==> config.mk <==
export PLATFORM = sky130hd
export DESIGN_NAME = pipe_buf
export DESIGN_NICKNAME = d
export VERILOG_FILES = /design/src/rtl/pipe_buf_pkg.sv /design/src/rtl/pipe_buf_ptr.sv /design/src/rtl/pipe_buf.sv
export SDC_FILE = /design/constraint.sdc
export NUM_CORES = 1
export LEC_CHECK = 0
export CAP_MARGIN = 20
export CELL_PAD_IN_SITES_DETAIL_PLACEMENT = 0
export CELL_PAD_IN_SITES_GLOBAL_PLACEMENT = 1
export CORE_MARGIN = 2
export CORE_UTILIZATION = 45
export DETAILED_ROUTE_END_ITERATION = 8
export PLACE_DENSITY = 0.89
export SLEW_MARGIN = 20
export SYNTH_ARGS = -nofsm -noshare
export SYNTH_HDL_FRONTEND = slang
export SYNTH_SLANG_ARGS = --single-unit
export TNS_END_PERCENT = 1
==> constraint.sdc <==
create_clock -name CLK -period 2.48 [get_ports CLK]
set_input_delay 0.372 -clock CLK [delete_from_list [all_inputs] [get_ports CLK]]
set_output_delay 0.372 -clock CLK [all_outputs]
set_load 0.005 [all_outputs]
==> src/rtl/pipe_buf_pkg.sv <==
// Shared constants and width helpers for the pipe_buf stream buffer.
package pipe_buf_pkg;

  localparam int unsigned DefaultW     = 8;
  localparam int unsigned DefaultDepth = 4;

  // Occupancy needs to represent 0..depth inclusive.
  function automatic int unsigned cnt_width(int unsigned depth);
    return $clog2(depth + 1);
  endfunction

  function automatic int unsigned ptr_width(int unsigned depth);
    return (depth < 2) ? 1 : $clog2(depth);
  endfunction

endpackage

==> src/rtl/pipe_buf_ptr.sv <==
// Wrapping index counter 0..DEPTH-1 with synchronous clear and async active-high reset.
module pipe_buf_ptr
  import pipe_buf_pkg::*;
#(
  parameter int unsigned  DEPTH = DefaultDepth,
  localparam int unsigned PW    = ptr_width(DEPTH)
) (
  input  logic          CLK,
  input  logic          RST,
  input  logic          inc,
  input  logic          clr,
  output logic [PW-1:0] ptr
);

  localparam logic [PW-1:0] Last = PW'(DEPTH - 1);

  logic [PW-1:0] ptr_q, ptr_d;

  // Explicit wrap compare so non-power-of-two depths work.
  always_comb begin
    ptr_d = ptr_q;
    if (clr) begin
      ptr_d = '0;
    end else if (inc) begin
      ptr_d = (ptr_q == Last) ? '0 : ptr_q + PW'(1);
    end
  end

  always_ff @(posedge CLK or posedge RST) begin
    if (RST) begin
      ptr_q <= '0;
    end else begin
      ptr_q <= ptr_d;
    end
  end

  assign ptr = ptr_q;

endmodule

==> src/rtl/pipe_buf.sv <==
// First-word fall-through stream FIFO with valid/ready on both sides.
// Optional FLUSH port enabled by defining PIPE_BUF_FLUSH_EN.
module pipe_buf
  import pipe_buf_pkg::*;
#(
  parameter int unsigned  W     = DefaultW,
  parameter int unsigned  DEPTH = DefaultDepth,
  localparam int unsigned CW    = cnt_width(DEPTH),
  localparam int unsigned PW    = ptr_width(DEPTH)
) (
  input  logic          CLK,
  input  logic          RST,
  input  logic [W-1:0]  IN_DATA,
  input  logic          IN_VALID,
  output logic          IN_READY,
  output logic [W-1:0]  OUT_DATA,
  output logic          OUT_VALID,
  input  logic          OUT_READY,
  output logic [CW-1:0] COUNT
`ifdef PIPE_BUF_FLUSH_EN
  ,
  input  logic          FLUSH
`endif
);

  localparam logic [CW-1:0] Full = CW'(DEPTH);

  logic          flush;
  logic          push, pop;
  logic          ready_q;
  logic [CW-1:0] count_q, count_d;
  logic [PW-1:0] wr_ptr, rd_ptr;
  logic [W-1:0]  mem [DEPTH];

`ifdef PIPE_BUF_FLUSH_EN
  assign flush = FLUSH;
`else
  assign flush = 1'b0;
`endif

  // Holds IN_READY low until the first edge after reset release.
  always_ff @(posedge CLK or posedge RST) begin
    if (RST) begin
      ready_q <= 1'b0;
    end else begin
      ready_q <= 1'b1;
    end
  end

  assign IN_READY  = ready_q & ~RST & (count_q != Full);
  assign OUT_VALID = (count_q != '0);
  assign OUT_DATA  = OUT_VALID ? mem[rd_ptr] : '0;
  assign COUNT     = count_q;

  // Flush overrides any transfer on the same edge.
  assign push = IN_VALID & IN_READY & ~flush;
  assign pop  = OUT_VALID & OUT_READY & ~flush;

  always_comb begin
    count_d = count_q;
    if (flush) begin
      count_d = '0;
    end else if (push && !pop) begin
      count_d = count_q + CW'(1);
    end else if (pop && !push) begin
      count_d = count_q - CW'(1);
    end
  end

  always_ff @(posedge CLK or posedge RST) begin
    if (RST) begin
      count_q <= '0;
    end else begin
      count_q <= count_d;
    end
  end

  always_ff @(posedge CLK) begin
    if (push) begin
      mem[wr_ptr] <= IN_DATA;
    end
  end

  pipe_buf_ptr #(
    .DEPTH (DEPTH)
  ) u_wr_ptr (
    .CLK (CLK),
    .RST (RST),
    .inc (push),
    .clr (flush),
    .ptr (wr_ptr)
  );

  pipe_buf_ptr #(
    .DEPTH (DEPTH)
  ) u_rd_ptr (
    .CLK (CLK),
    .RST (RST),
    .inc (pop),
    .clr (flush),
    .ptr (rd_ptr)
  );

endmodule

Word level (Yosys, flattened, before mapping)
Memory sizes are Yosys's and may differ from the RTL's.
Cells that the tools add are included.

storage, ports and cells
  word-level logic and storage cells = 30
  input port bits = 12
  output and inout bits = 13
  register bits after elaboration = 8
  bits in writable memories = 32
  memories = 1

operators by class
  reduce and logical (&&, ||, !) cells = 6
  $add $sub $neg = 4
  muxes and demuxes = 7
  bitwise operators = 5
  equality and inequality tests = 3

memory list
  memory  words  width  read ports  clocked after memory_dff  wr ports  RTL line        text
  mem     4      8      1           0                         1         pipe_buf.sv:33  logic [W-1:0] mem [DEPTH];

operators with widths
  operator             number
  $mux 8               1
  $mux 3               2
  $add 2x1->2 const B  2
  $and 1x1->1          4
  $eq 2x2->1 const B   2
  $mux 2               2
  $add 3x1->3 const B  1
  $ne 3x3->1 const B   1
  $reduce_bool 3->1    1
  $sub 3x1->3 const B  1
  $logic_and 1x1->1    2
  $logic_not 1->1      2
  $mux 1               2
  $reduce_bool 2->1    1
  $not 1->1            1

Logic depth before layout (Yosys ltp)
Gate-level depths: netlist of the first run.

  word-level depth = 8
  depth in mapped cells = 9
  depth with buffers taken out = 8

By module
Synthesis of the first run repeated with hierarchy kept, for this count alone.

second synthesis, totals
  cells, all modules = 98
  area, all modules = 1,679.1 µm²

modules (own cells, without submodules)
  module        area an instance (µm²)  times used  seq. area each (µm²)  cells each
  pipe_buf      1,471.4                 1           1,061.0               80
  pipe_buf_ptr  103.8                   2           50.0                  9

Worst setup path before layout of the first run
OpenSTA, ideal clock, no wires.

  kind = flip-flop to flip-flop
  start = reg count_q[2], in the netlist COUNT[2]
  end = reg count_q[2], in the netlist COUNT[2]
  clock period less this slack = 2.083 ns
  path slack = 0.397 ns
  data required time = 2.401 ns
  arrival = 2.004 ns
  library setup time = 0.079 ns
  buffers on the path = 1
  cell stages (with the launch flop) = 10
  cell sequence = dfrtp_1 -> or3_1 -> buf_6 -> nand2_4 -> ha_1 -> inv_1 -> fa_1 -> xor2_1 -> nor2_1 -> xor2_1

on the way
  elaborated cells on any way between the ends = 14
  those cells by class = add/sub (2); eq/ne (1); mux (2); bitwise (3); reduce/logical (6)

RTL lines
  element                                      RTL line        text
  start, declared                              pipe_buf.sv:31  logic [CW-1:0] count_q, count_d;
  start signal, assigned                       pipe_buf.sv:74  count_q <= count_d;
  $reduce_bool 3->1 *                          pipe_buf.sv:51  assign OUT_VALID = (count_q != '0);
  net OUT_VALID                                pipe_buf.sv:17  output logic OUT_VALID,
  $and 1x1->1 *                                pipe_buf.sv:57  assign pop = OUT_VALID & OUT_READY & ~flush;
  $logic_not 1->1                              pipe_buf.sv:63  end else if (push && !pop) begin
  $logic_and 1x1->1                            pipe_buf.sv:63
  $mux 3 or $reduce_bool 2->1 (tied branches)  -

Mark *: on every way through the listed nets, which the timed path passes. The rest lies on a longest branch. The select of a mux whose other input is x is not followed.
A chain may end at the register's enable or synchronous reset.

Worst setup path after layout of the first run
  start = reg count_q[2], in the netlist COUNT[2]
  end = out OUT_DATA[4]

on the way
  longest elaborated chain between the ends = 2

RTL lines
  element            RTL line        text
  $reduce_bool 3->1  pipe_buf.sv:51
  $mux 8             pipe_buf.sv:52  assign OUT_DATA = OUT_VALID ? mem[rd_ptr] : '0;
  end, declared      pipe_buf.sv:16  output logic [W-1:0] OUT_DATA,

Every way passes these cells.

==> impl_metrics.yaml, run 1 <==
run_status:
  run_status: "complete, no violations"
floorplanning:
  die_w_um: 65.8
  core_area_um2: 3660
  start_util_pct: 47.0
  die_height_um: 65.8
  dieArea_um2: 4330
  rows: 22
  ioPinCount: 25
route:
  wl_per_cell_um: 14.9
  firstDrtPassIters: 4
  viasPerCell: 4.92
  vias: 846
  finalWirelength_um: 2560
  antenna_left: 0
  drt_iter0_markers: 21
  drc_errors: 0
layout:
  syn_to_final_growth_pct: 23.9
  seq_area_um2: 1160
  multi_input_area_um2: 518
  antenna_cells: 0
  nNetsFinal: 142
  instances_no_fill: 172
  drive_gt1_share_pct: 27.4
  final_cell_mix: "edfxtp_1 (32), clkdlybuf4s50_1 (24), mux4_2 (8), and2_2 (8), dfrtp_1 (7)"
  fill_cells: 275
  final_area_um2: 2130
  layout_commonest_cell: "edfxtp_1"
place:
  dp_cells: 164
  place.gp.congestion: 0.659
  placedInstanceArea_um2: 2010
  port_buffers: 24
  dp_hpwl_um: 1800
yosys:
  synth-seq-area-share_pct: 67.5
  synth_cell_types: 22
  netlist_area_um2: 1720
  ys_ff_latch: 40
  syn-num-nets: 112
  syn-instance-count: 93
  syn_avg_cell_area_um2: 18.5
  yosysWarningCount: 0
setup_path:
  crit_chain: "or3_1 -> buf_4 -> and2_2 -> clkdlybuf4s50_1"
  max_stage_delay_ps: 460
  crit_required_ps: 2110
  worst-setup-path-type: "reg2out"
  slowest_stage: "dfrtp_1"
  r2r_end: "COUNT[2]"
  arrival_ps: 2020
  worstReg2RegStart: "COUNT[2]"
  start_kind: "flip-flop"
  path_max_fanout: 9
  r2r_slack_ps: 350
  cp-end-kind: "output port"
  r2r_cells: 8
timing:
  finalCritPeriodShare_pct: 96.4
  rsz0062_at_grt: "no"
  setup_violations: 0
  skew_ps: 2.94
  setup_tns_ps: 0
  final_max_slew_viol_count: 0
  max_freq_mhz: 418
  fin_crit_ps: 2390
  hold_viol: 0
clocking:
  insertion_delay_ps: 290
  cts_buffer_depth: 2
  cts_setup_buffers: 0
  cts_buffers: 5
  cts_hold_buf: 0
  cts-root-buf: "clkbuf_8"
  tritoncts: "built"
  clkSinkCount: 40
  htreeDepth: 2
  clkTransAtPathRegs_ps: 80
grt:
  grt_first_pass_wirelength_um: 4230
  grt_pass1_vias: 929
  grt_max_degree: 15
  track_usage_pct: 13.9
  antenna_found_initial: 0
  globalRouteOverflowTotal: 0
flow_run:
  drv_cap: 0
pwr:
  irDropWorstVdd_mv: 0.550
  powerDensity_nw_per_um2: 1060
  p_leak_nw: 0.766
min_path:
  hold_class: "in2async"
-- critical path: cells and delay by family (launching register included) --
kind / cells / cell delay (ps)
flops: 1 / 460
buf+inv: 2 / 630
simple gates: 2 / 630
-- cells in the mapped netlist, drive strengths merged --
cell / instances / area share (%)
edfxtp: 32 / 56
and2: 12 / 4.9
dfrtp: 8 / 12
mux4: 8 / 10
ha: 6 / 4.4
inv: 5 / 1.1
mux2: 5 / 3.7
nor2: 4 / 0.87
buf: 2 / 1.1
xor2: 2 / 1.0
a211oi: 1 / 1.2
a21oi: 1 / 0.29
clkbuf: 1 / 0.22
conb: 1 / 0.22
fa: 1 / 1.2
nand2: 1 / 0.65
nand2b: 1 / 0.36
or3: 1 / 0.36
xnor2: 1 / 0.51
-- report_power, final --
group	internal, W	total, W	switching (W)
sequential	0.000823	0.000971	0.000147
combinational	0.000524	0.000759	0.000235
clock	0.000303	0.000533	0.000230
-- flip-flops by register name (all words and copies together), names as in the netlist --
register,flops
mem,32
COUNT,3
u_rd_ptr.ptr,2
u_wr_ptr.ptr,2
ready_q,1
-- stage by stage --
| step | hold WS, ps | utilization, % | total power [W] | setup slack [ps] |
|---|---|---|---|---|
| 2_1_floorplan | 188 | - | 0.00142 | 397 |
| 3_3_place_gp | 546 | 55.0 | 0.00172 | 143 |
| 3_5_place_dp | 568 | 55.0 | 0.00175 | 110 |
| 4_1_cts | 356 | 58.2 | 0.00228 | 20.4 |
| 5_1_grt | 381 | 58.2 | 0.00240 | 25.6 |
| 6_report | 352 | 58.2 | 0.00226 | 89.1 |
-- logic make-up after synthesis --
| group | count (synthesis) | synth area share [%] |
|---|---|---|
| AOI/OAI and AO/OA | 2 | 1.45 |
| xor gates and xnor gates | 3 | 1.53 |
| adders and majority gates | 7 | 5.53 |
| buffers and inverters | 8 | 2.40 |
| DFF | 40 | 67.5 |
| muxes | 13 | 14.2 |
| other | 1 | 0.218 |
| and+or+nand+nor | 19 | 7.20 |
-- cell type report --
cell class	count	share of cell area (%)
Tap cell	48	2.82
Multi-Input combinational cell	45	24.3
Inverter	5	0.880
Clock buffer	5	3.23
Sequential cell	40	54.6
Timing Repair Buffer	26	12.0
Clock inverter	3	2.17
-- how the worst max path moves through the flow --
stage	start	endpoint	cells past startpoint
after floorplan	COUNT[2]	COUNT[2]	9
after global placement	RST	COUNT[2]	9
after detailed placement	RST	COUNT[2]	9
after CTS	u_rd_ptr.ptr[0]	OUT_DATA[2]	3
after global routing	u_rd_ptr.ptr[0]	OUT_DATA[1]	3
final	COUNT[2]	OUT_DATA[4]	4
-- layer usage --
layer	vias up	GRT usage, %	part of all wire (%)
met5	-	0	0
met4	0	8.85	2.1
met3	5	3.24	5.0
met2	21	23.7	56
met1	421	15.4	37
li1	399	-	-
-- repair_timing --
| item | in CTS | in global routing |
|---|---|---|
| pin swaps | 0 | 0 |
| setup endpoints to repair | 8 | 8 |
| resized for setup | 1 | 1 |
(Power assumes the default switching activity.)
==> inputs of run 2 (changes only) <==
--- a/config.mk
+++ b/config.mk
@@ -12,6 +12,7 @@
 export CORE_UTILIZATION = 45
 export DETAILED_ROUTE_END_ITERATION = 8
 export PLACE_DENSITY = 0.89
+export SKIP_CTS_REPAIR_TIMING = 1
 export SLEW_MARGIN = 20
 export SYNTH_ARGS = -nofsm -noshare
 export SYNTH_HDL_FRONTEND = slang
==> run 2 against run 1 <==
Against the previous run:
- sequential cell count unchanged
- design area unchanged
- fmax about the same
- non-clock buffer count unchanged
- sequential share of layout area unchanged
- clock skew up 0.69 ps
- via count down 1.1%
- combinational power about the same
- register-to-register slack about the same
- largest cell class unchanged
==> impl_metrics.yaml, run 2 (synthesis gave the netlist of run 1 again) <==
clocking:
  clkTransAtPathRegs_ps: 80
  cts-root-buf: "clkbuf_8"
  tritoncts: "built"
  insertion_delay_ps: 290
  cts_buffers: 5
  htreeDepth: 2
  cts_buffer_depth: 2
  clkSinkCount: 40
floorplanning:
  ioPinCount: 25
  dieArea_um2: 4330
  core_area_um2: 3660
  die_height_um: 65.8
  die_w_um: 65.8
  start_util_pct: 47.0
  rows: 22
setup_path:
  r2r_slack_ps: 350
  arrival_ps: 2020
  path_max_fanout: 9
  crit_required_ps: 2110
  cp-end-kind: "output port"
  worst-setup-path-type: "reg2out"
  start_kind: "flip-flop"
route:
  wl_met1_um: 989
  antenna_left: 0
  routed-wl-met2_um: 1410
  vias: 837
  drt_iter0_markers: 21
  wl_per_cell_um: 14.9
  finalWirelength_um: 2570
  highest-signal-layer: "met4"
  dr_wl_met3_um: 120
  drc_errors: 0
  firstDrtPassIters: 4
  viasPerCell: 4.87
grt:
  antenna_found_initial: 0
  track_usage_pct: 13.8
  grt_max_degree: 15
  grt_first_pass_wirelength_um: 4220
  grt_pass1_vias: 917
  globalRouteOverflowTotal: 0
layout:
  instances_no_fill: 172
  syn_to_final_growth_pct: 23.9
  antenna_cells: 0
  layout_commonest_cell: "edfxtp_1"
  largest_reg_flops: 32
  post-route-util_pct: 58.2
  regMostFlops: "mem"
  drive_gt1_share_pct: 27.4
  final_cell_mix: "edfxtp_1 (32), clkdlybuf4s50_1 (24), mux4_2 (8), and2_2 (8), dfrtp_1 (7)"
  nNetsFinal: 142
timing:
  final_max_slew_viol_count: 0
  rsz0062_at_grt: "no"
  skew_ps: 3.63
  hold_slack_ps: 352
  hold_viol: 0
  fin_crit_ps: 2390
  setup_violations: 0
  max_freq_mhz: 418
  finalCritPeriodShare_pct: 96.4
  setup_tns_ps: 0
place:
  dp_cells: 164
  dp_hpwl_um: 1800
  place.gp.congestion: 0.659
  port_buffers: 24
pwr:
  powerDensity_nw_per_um2: 1060
  irDropWorstVdd_mv: 0.551
  p_leak_nw: 0.766
flow_run:
  drv_cap: 0
run_status:
  run_status: "complete, no violations"
min_path:
  hold_class: "in2async"
run 2: cell counts in the layout (fill, tap and decap cells not counted):
Identical to the previous run, type by type.
run 2: worst paths after layout:
| path | from | end | depth (start not counted) |
|---|---|---|---|
| worst min register to register | COUNT[0] | COUNT[0] | 1 |
| worst max-delay path | COUNT[2] | OUT_DATA[4] | 4 |
| worst min-delay path | RST | ready_q | 2 |
| worst max register to register | COUNT[2] | COUNT[2] | 8 |
| max in group asynchronous | RST | u_rd_ptr.ptr[0] | 2 |
| min in group CLK | COUNT[0] | COUNT[0] | 1 |
run 2: worst max-delay path, cell delays in order, from the launching register on:
cell,delay [ps]
dfrtp_1,460
or3_1,460
buf_4,190
and2_2,170
clkdlybuf4s50_1,440
run 2: through the flow:
step | worst slack [ps] | total power (W) | cell area (um^2)
floorplan | 397 | 0.00142 | 1720
global placement | 143 | 0.00172 | 2010
detailed placement | 110 | 0.00175 | 2010
CTS | -187 | 0.00228 | 2130
global route | 25.6 | 0.00240 | 2130
finish | 88.8 | 0.00226 | 2130
run 2: cell type report:
type	instances	area (um^2)
fillers	275	1530
repair buffers	26	255
clock buffers	5	68.8
well taps	48	60.1
inverters	5	18.8
multi-input cells	45	518
clock inverters	3	46.3
flip-flops and latches	40	1160
run 2: metal layers:
layer | track usage, % | up-vias
met1 | 15.6 | 413
met4 | 8.59 | 0
met5 | 0 | -
met3 | 3.07 | 5
li1 | - | 400
met2 | 23.7 | 19
run 2: power by group:
group	internal [W]	switching [W]	total [W]	leakage, nW
clock network	0.000303	0.000229	0.000532	0.0548
registers	0.000823	0.000147	0.000971	0.382
logic	0.000524	0.000236	0.000760	0.329
total	0.00165	0.000612	0.00226	0.766
==> inputs of run 3 (changes only) <==
--- a/config.mk
+++ b/config.mk
@@ -5,13 +5,12 @@
 export SDC_FILE = /design/constraint.sdc
 export NUM_CORES = 1
 export LEC_CHECK = 0
-export CAP_MARGIN = 20
-export CELL_PAD_IN_SITES_DETAIL_PLACEMENT = 0
-export CELL_PAD_IN_SITES_GLOBAL_PLACEMENT = 1
+export CELL_PAD_IN_SITES_DETAIL_PLACEMENT = 2
+export CELL_PAD_IN_SITES_GLOBAL_PLACEMENT = 2
 export CORE_MARGIN = 2
-export CORE_UTILIZATION = 45
+export CORE_UTILIZATION = 39
 export DETAILED_ROUTE_END_ITERATION = 8
-export PLACE_DENSITY = 0.89
+export PLACE_DENSITY = 0.88
 export SKIP_CTS_REPAIR_TIMING = 1
 export SLEW_MARGIN = 20
 export SYNTH_ARGS = -nofsm -noshare
==> run 3 against run 2 <==
Against the previous run:
- first-iteration DRC count is 140% higher
- via count is 6.6% higher
- routed wire length is 47% higher
- sequential cell count stayed put
==> impl_metrics.yaml, run 3 (synthesis gave the netlist of run 1 again) <==
route:
  antenna_left: 0
  drc_errors: 0
  drt_iter0_markers: 50
  vias: 892
  wl_per_cell_um: 21.5
  firstDrtPassIters: 4
  finalWirelength_um: 3780
  viasPerCell: 5.07
setup_path:
  slowest_stage: "dfrtp_4"
  cp_num_buf_inv: 1
  crit_required_ps: 2110
  crit_chain: "mux4_2 -> and2_2 -> clkdlybuf4s50_1"
  arrival_ps: 2070
  max_stage_delay_ps: 560
  crit_family: "flip-flops"
  start_kind: "flip-flop"
  worst-setup-path-type: "reg2out"
  cp-end-kind: "output port"
  path_max_fanout: 11
timing:
  worst_slack_ps: 40.3
  skew_ps: 7.56
  hold_viol: 0
  hold_slack_ps: 343
  finalCritPeriodShare_pct: 98.4
  max_freq_mhz: 410
  fin_crit_ps: 2440
  final_max_slew_viol_count: 0
  setup_violations: 0
  setup_tns_ps: 0
place:
  placedInstanceArea_um2: 2020
  port_buffers: 24
  place.gp.congestion: 0.712
  dpl_worst_slack_ps: -55.7
  dp_hpwl_um: 2680
pwr:
  irDropWorstVdd_mv: 0.353
  p_sw_w: 0.000675
  p_leak_nw: 0.759
  powerDensity_nw_per_um2: 1050
  p_int_w: 0.00154
  p_clk_share_pct: 19.5
  p_seq_share_pct: 44.4
  power_frac_comb_pct: 36.1
  p_sw_share_pct: 30.4
clocking:
  cts_buffer_depth: 2
  htreeDepth: 2
  cts-root-buf: "clkbuf_8"
  clkSinkCount: 40
  cts_buffers: 5
  insertion_delay_ps: 300
  tritoncts: "built"
  clkTransAtPathRegs_ps: 80
floorplanning:
  dieArea_um2: 4960
  ioPinCount: 25
  die_w_um: 70.4
  start_util_pct: 40.1
  rows: 24
  die_height_um: 70.4
  core_area_um2: 4290
layout:
  final_cell_mix: "edfxtp_1 (32), clkdlybuf4s50_1 (23), mux4_2 (8), and2_2 (8)"
  syn_to_final_growth_pct: 22.8
  drive_gt1_share_pct: 27.4
  layout_commonest_cell: "edfxtp_1"
  antenna_cells: 0
  final_area_um2: 2110
  post-route-util_pct: 49.2
  regMostFlops: "mem"
  nNetsFinal: 142
  largest_reg_flops: 32
grt:
  grt_pass1_vias: 1024
  track_usage_pct: 16.7
  grt_max_degree: 14
  globalRouteOverflowTotal: 0
  grt_first_pass_wirelength_um: 5800
  antenna_found_initial: 0
flow_run:
  drv_cap: 0
min_path:
  hold_class: "in2async"
run_status:
  run_status: "complete, no violations"
run 3: through the flow:
| step | power (W) | cells |
|---|---|---|
| detailed placement | 0.00180 | 168 |
| finish | 0.00222 | 176 |
| global placement | 0.00172 | 168 |
| global route | 0.00235 | 176 |
| floorplan | 0.00142 | 93 |
| CTS | 0.00223 | 176 |
run 3: final timing paths:
check / from / endpoint / slack, ps / cells past startpoint
min in group CLK: COUNT[2] / COUNT[2] / 550 / 1
hold reg to reg: COUNT[2] / COUNT[2] / 550 / 1
max in group asynchronous: RST / u_rd_ptr.ptr[0] / 1850 / 2
hold / removal: RST / u_rd_ptr.ptr[0] / 340 / 2
setup reg to reg: COUNT[2] / COUNT[2] / 180 / 8
setup / recovery: u_rd_ptr.ptr[0] / OUT_DATA[1] / 40 / 3
run 3: cell type report:
| class | instances | area, um^2 |
|---|---|---|
| clock buffers | 5 | 68.8 |
| clock inverters | 3 | 18.8 |
| fillers | 401 | 2180 |
| inverters | 5 | 18.8 |
| multi-input cells | 45 | 518 |
| flip-flops and latches | 40 | 1170 |
| well taps | 52 | 65.1 |
| repair buffers | 26 | 258 |
run 3: power groups by stage:
stage               sequential (W)  clock, W  combinational [W]
global route               0.00101  0.000469           0.000872
global placement          0.000976         0           0.000747
floorplan                 0.000898         0           0.000518
detailed placement        0.000998         0           0.000806
CTS                       0.000982  0.000435           0.000814
finish                    0.000985  0.000432           0.000802
run 3: layer usage:
metal | global-route usage [%] | share of wire, % | up-vias
li1 | - | - | 400
met1 | 19.4 | 38 | 467
met2 | 28.2 | 56 | 18
met3 | 4.76 | 3.5 | 7
met4 | 8.33 | 2.7 | 0
met5 | 0 | 0 | -
==> variant 1: new RTL, config.mk and constraints of run 2 <==
Reset style: synchronous (`RST`), changed in 3 clocked blocks. Comments in the files are not updated.
--- a/src/rtl/pipe_buf_ptr.sv
+++ b/src/rtl/pipe_buf_ptr.sv
@@ -26,7 +26,7 @@
     end
   end
 
-  always_ff @(posedge CLK or posedge RST) begin
+  always_ff @(posedge CLK) begin
     if (RST) begin
       ptr_q <= '0;
     end else begin
--- a/src/rtl/pipe_buf.sv
+++ b/src/rtl/pipe_buf.sv
@@ -39,7 +39,7 @@
 `endif
 
   // Holds IN_READY low until the first edge after reset release.
-  always_ff @(posedge CLK or posedge RST) begin
+  always_ff @(posedge CLK) begin
     if (RST) begin
       ready_q <= 1'b0;
     end else begin
@@ -67,7 +67,7 @@
     end
   end
 
-  always_ff @(posedge CLK or posedge RST) begin
+  always_ff @(posedge CLK) begin
     if (RST) begin
       count_q <= '0;
     end else begin
Formal check against the unedited RTL: differs if RST is asserted again (counterexample within 4 cycles, from zero or initial values and one cycle with RST high); with RST held inactive, the same outputs for 10 cycles.
==> variant 1 against run 2 <==
Clock skew up 0.0034 ns; largest cell class unchanged; wire length up 5.8%; worst setup slack better by 0.046 ns; core utilization grew 0.35 points; clock power is 2% lower; total power shrank 3.5%; sequential cell count is 2 higher; hold slack better by 0.14 ns; critical path depth unchanged; cell area rose by 1.3%; area after synthesis is 1.5% higher.
==> variant 1: results (changes against run 2) <==
- Status: finished, final reports clean (unchanged)
- Reg2Reg Launch Point: COUNT[0] (was COUNT[2])
- Clock Skew: 0.00707 ns (was 0.00363 ns)
- Nets@finish: 151 (was 142)
- Routability congestion estimate: 0.713 (was 0.659)
- Top reg by flops: mem (unchanged)
- Synth async-reset ratio: 0% (was 20.0%)
- P_leak: 0.774 nW (was 0.766 nW)
- Library cells used by synthesis: 23 (was 22)
- Post-synth EDFFs: 32 (unchanged)
- Drt via density: 5.01 (was 4.87)
- Worst R2R End: COUNT[2] (unchanged)
- Root Driver: clkbuf_8 (unchanged)
- Crit path capture: OUT_DATA[5] (was OUT_DATA[4])
- Htree depth: 2 (unchanged)
- First-pass DRT Iterations: 6 (was 4)
- Clk buf depth: 2 (unchanged)
- Rel. slew slack: 65.3%
- Ant. Diodes: 0 (unchanged)
- Cell Area, Placed: 2040 um2 (was 2010 um2)
- Top FF cell, synth: edfxtp_1 (unchanged)
- Vias in the first global route: 944 (was 917)
- Pin count of the biggest net entering global routing: 14 (was 15)
- Worst Path Arrival: 1.97 ns (was 2.02 ns)
- Clk slew on worst S/H paths: 0.08 ns (about the same)
- Fill cells: 288 (was 275)
- Seq/Total Area, Yosys: 66.5% (was 67.5%)
- Initial DRC count: 23 (was 21)
- Max Clk Rate: 0.426 GHz (was 0.418 GHz)
- WS Path Type: reg -> out (unchanged)
- VDD IR-drop max: 0.441 mV (was 0.551 mV)
- DP Worst Slack: 0.121 ns (was 0.110 ns)
- Type of the tightest min-delay check: reg -> reg (was in -> async)
- R2r setup slk: 0.32 ns (was 0.35 ns)
- Routed length per instance: 15.0 um (was 14.9 um)
- All-layer global routing usage: 15.3% (was 13.8%)
- First-pass GRT wire length: 4.57 mm (was 4.22 mm)
- Post-synth top cells: edfxtp_1 (32), dfxtp_1 (10), and2b_1 (8), mux4_2 (8) (was edfxtp_1 (32), and2_2 (8), dfrtp_1 (8), mux4_2 (8), ha_1 (6))
- Post-DP HPWL: 1.95 mm (was 1.80 mm)
- FF-to-FF path depth: 7 (was 8)
- Ranking of synthesized cells by area: edfxtp_1 (55%), dfxtp_1 (11%), mux4_2 (10%), ha_1 (4.3%), and2b_1 (3.4%) (was edfxtp_1 (56%), dfrtp_1 (12%), mux4_2 (10%), ha_1 (4.4%), and2_2 (3.5%))
- Yosys warning count: 0 (unchanged)
- Layout cells sized above 1: 18.8% (was 27.4%)
- CP Max Fanout: 5 (was 9)
- # port buffers: 24 (unchanged)
- Synth Net Count: 120 (was 112)
variant 1: cell types whose count changed after synthesis, sizes merged, moves of 3 or more:
cell	before	now
dfxtp	0	10
and2	12	4
and2b	0	8
dfrtp	8	0
mux2	5	2
variant 1: through the flow:
step	total power [mW]	setup TNS, ns	utilization (%)	std cells
final	2.18	0	58.6	181
after global routing	2.33	0	58.6	181
after CTS	2.20	-0.961	58.3	181
after detailed placement	1.69	0	55.4	173
after global placement	1.66	0	55.4	173
after floorplan	1.32	0	-	101
variant 1: cells by family after synthesis:
family | count (synthesis) | synth area share (%)
flops | 42 | 66.5
xor+xnor | 2 | 1.00
mux | 12 | 13.2
buf+inv | 8 | 2.58
compound gates | 4 | 1.58
simple gates | 26 | 9.68
fa+ha+maj | 7 | 5.45
variant 1: critical path, stage by stage, from the launching register on:
cell             delay (ns)
dfxtp_4                0.39
buf_4                  0.17
mux4_2                 0.50
and2b_1                0.17
clkdlybuf4s50_1        0.44
variant 1: power breakdown:
part           total (mW)  switching [mW]  internal (mW)
sequential          0.911          0.0862          0.825
clock               0.523           0.223          0.300
combinational       0.749           0.265          0.484
variant 1: worst min path at each step:
stage	cells after the start	slack (ns)	from	to
6_report	2	0.50	u_rd_ptr.ptr[0]	flip-flop
3_3_place_gp	2	0.48	u_rd_ptr.ptr[0]	u_rd_ptr.ptr[0]
2_1_floorplan	2	0.46	u_rd_ptr.ptr[0]	flip-flop
5_1_grt	2	0.55	u_rd_ptr.ptr[0]	flip-flop
3_5_place_dp	2	0.49	u_rd_ptr.ptr[0]	u_rd_ptr.ptr[0]
4_1_cts	2	0.50	u_rd_ptr.ptr[0]	flip-flop
variant 1: per-layer routing:
metal / track usage (%) / share of wire, % / vias up
li1: - / - / 435
met1: 18.1 / 42 / 443
met2: 25.0 / 51 / 21
met3: 5.79 / 5.3 / 7
met4: 6.12 / 2.1 / 0
met5: 0 / 0 / -
variant 1: final cells by class:
cell class | count | share of cell area (%)
tap | 48 | 2.78
timing repair buffer | 27 | 12.2
clock buffer | 6 | 3.36
sequential | 42 | 53.9
multi-input combinational | 51 | 25.2
clock inverter | 2 | 1.74
inverter | 5 | 0.869
==> variant 2: new RTL, config.mk and constraints of run 2 <==
Without the edit above. `DefaultDepth`: 4 -> 16.
--- a/src/rtl/pipe_buf_pkg.sv
+++ b/src/rtl/pipe_buf_pkg.sv
@@ -2,7 +2,7 @@
 package pipe_buf_pkg;
 
   localparam int unsigned DefaultW     = 8;
-  localparam int unsigned DefaultDepth = 4;
+  localparam int unsigned DefaultDepth = 16;
 
   // Occupancy needs to represent 0..depth inclusive.
   function automatic int unsigned cnt_width(int unsigned depth);
Ports: changed (resized COUNT); port bits go from 25 to 27. The function was not compared with the original's and may differ.
==> variant 2 against run 2 <==
The run now ends with setup timing left; total power increased to 3.7 times the old value; worst setup slack got worse by 0.33 ns; wire length increased to 4.8 times the old value; cell area increased to 3.5 times the old value; final cell count increased to 3.4 times the old value; fmax decreased by 12%; area after synthesis increased to 3.4 times the old value; sequential cell count increased by 102.
==> variant 2: results (changes against run 2) <==
- Status: finished with violations (was finished, final reports clean)
- Failing checks: setup timing
- GRT met1 Usage: 22.9% (was 15.6%)
- Comb pwr: 3.04 mW (was 0.760 mW)
- Non-clock buffer count: 83 (was 26)
- Initial DRC count: 231 (was 21)
- Delay-heaviest family, CP: multiplexers (was simple AND/OR/NAND/NOR gates)
- Post-Synth Adder-Cell Area: 2.25% (was 5.53%)
- Layout cells sized above 1: 37.5% (was 27.4%)
- Slowest cell on the critical path: dfrtp_2 (was dfrtp_1)
- Nets@finish: 414 (was 142)
- GRT met3 Usage: 4.15% (was 3.07%)
- Register share of the cell area: 55.8% (was 54.6%)
- Slowest stage delay, CP: 0.44 ns (was 0.46 ns)
- Vias in the first global route: 3254 (was 917)
- # placed instances: 526 (was 164)
- Library cells used by synthesis: 43 (was 22)
- Final setup margin: -0.243 ns (was 0.0888 ns)
- Seq/Total Area, Yosys: 71.0% (was 67.5%)
- Clk_lat worst skew: 0.41 ns (was 0.29 ns)
- Int Power: 5.78 mW (was 1.65 mW)
- CLK BUF: 18 (was 5)
- Non-clk buf share: 11.6% (was 12.0%)
- Flop pwr share: 35.7% (was 42.9%)
- Ranking of synthesized cells by area: edfxtp_1 (65%), mux4_2 (8.8%), dfrtp_1 (5.9%), mux4_1 (4.0%), mux2_2 (2.1%) (was edfxtp_1 (56%), dfrtp_1 (12%), mux4_2 (10%), ha_1 (4.4%), and2_2 (3.5%))
- Htree depth: 4 (was 2)
- Compound-Gate Fraction of Synth Area: 3.84% (was 1.45%)
- Vias: 3224 (was 837)
- Post-synth EDFFs: 128 (was 32)
- Syn Area/Cell: 19.3 um2 (was 18.5 um2)
- Clock Skew: 0.0105 ns (was 0.00363 ns)
- Routed length per instance: 21.4 um (was 14.9 um)
- Post-synth top cells: edfxtp_1 (128), mux4_2 (23), dfrtp_1 (14) (was edfxtp_1 (32), and2_2 (8), dfrtp_1 (8), mux4_2 (8), ha_1 (6))
- P_leak: 2.66 nW (was 0.766 nW)
- CP Max Fanout: 6 (was 9)
- All-layer global routing usage: 17.9% (was 13.8%)
- Routability congestion estimate: 0.732 (was 0.659)
- Fill cells: 908 (was 275)
- Synth async-reset ratio: 9.86% (was 20.0%)
- DP Worst Slack: -0.328 ns (was 0.110 ns)
- Post-DP HPWL: 7.31 mm (was 1.80 mm)
- Setup Viol. Count Final: 9 (was 0)
- Routed wire length: 12.4 mm (was 2.57 mm)
- GR Layer Usage met2: 29.2% (was 23.7%)
- WL met2: 6.40 mm (was 1.41 mm)
- # port buffers: 26 (was 24)
- Largest register FFs: 128 (was 32)
- Routed wl met3: 734 um (was 120 um)
==> variant 2: cell types whose count changed after synthesis, sizes merged, moves of 4 or more <==
cell / before / now
nand3: 0 / 4
o21ai: 0 / 13
buf: 2 / 12
a21oi: 1 / 12
edfxtp: 32 / 128
mux2i: 0 / 8
and3: 0 / 8
nand2: 1 / 6
dfrtp: 8 / 14
mux4: 8 / 32
mux2: 5 / 11
==> variant 2: path summary, 6_finish.rpt <==
path	startpoint	endpoint	slack, ns
setup / recovery	u_rd_ptr.ptr[1]	OUT_DATA[7]	-0.24
hold / removal	RST	ready_q	0.34
setup reg to reg	COUNT[0]	COUNT[4]	-0.05
hold reg to reg	u_rd_ptr.ptr[3]	u_rd_ptr.ptr[3]	0.59
max in group asynchronous	RST	u_rd_ptr.ptr[1]	1.73
min in group CLK	u_rd_ptr.ptr[3]	u_rd_ptr.ptr[3]	0.59
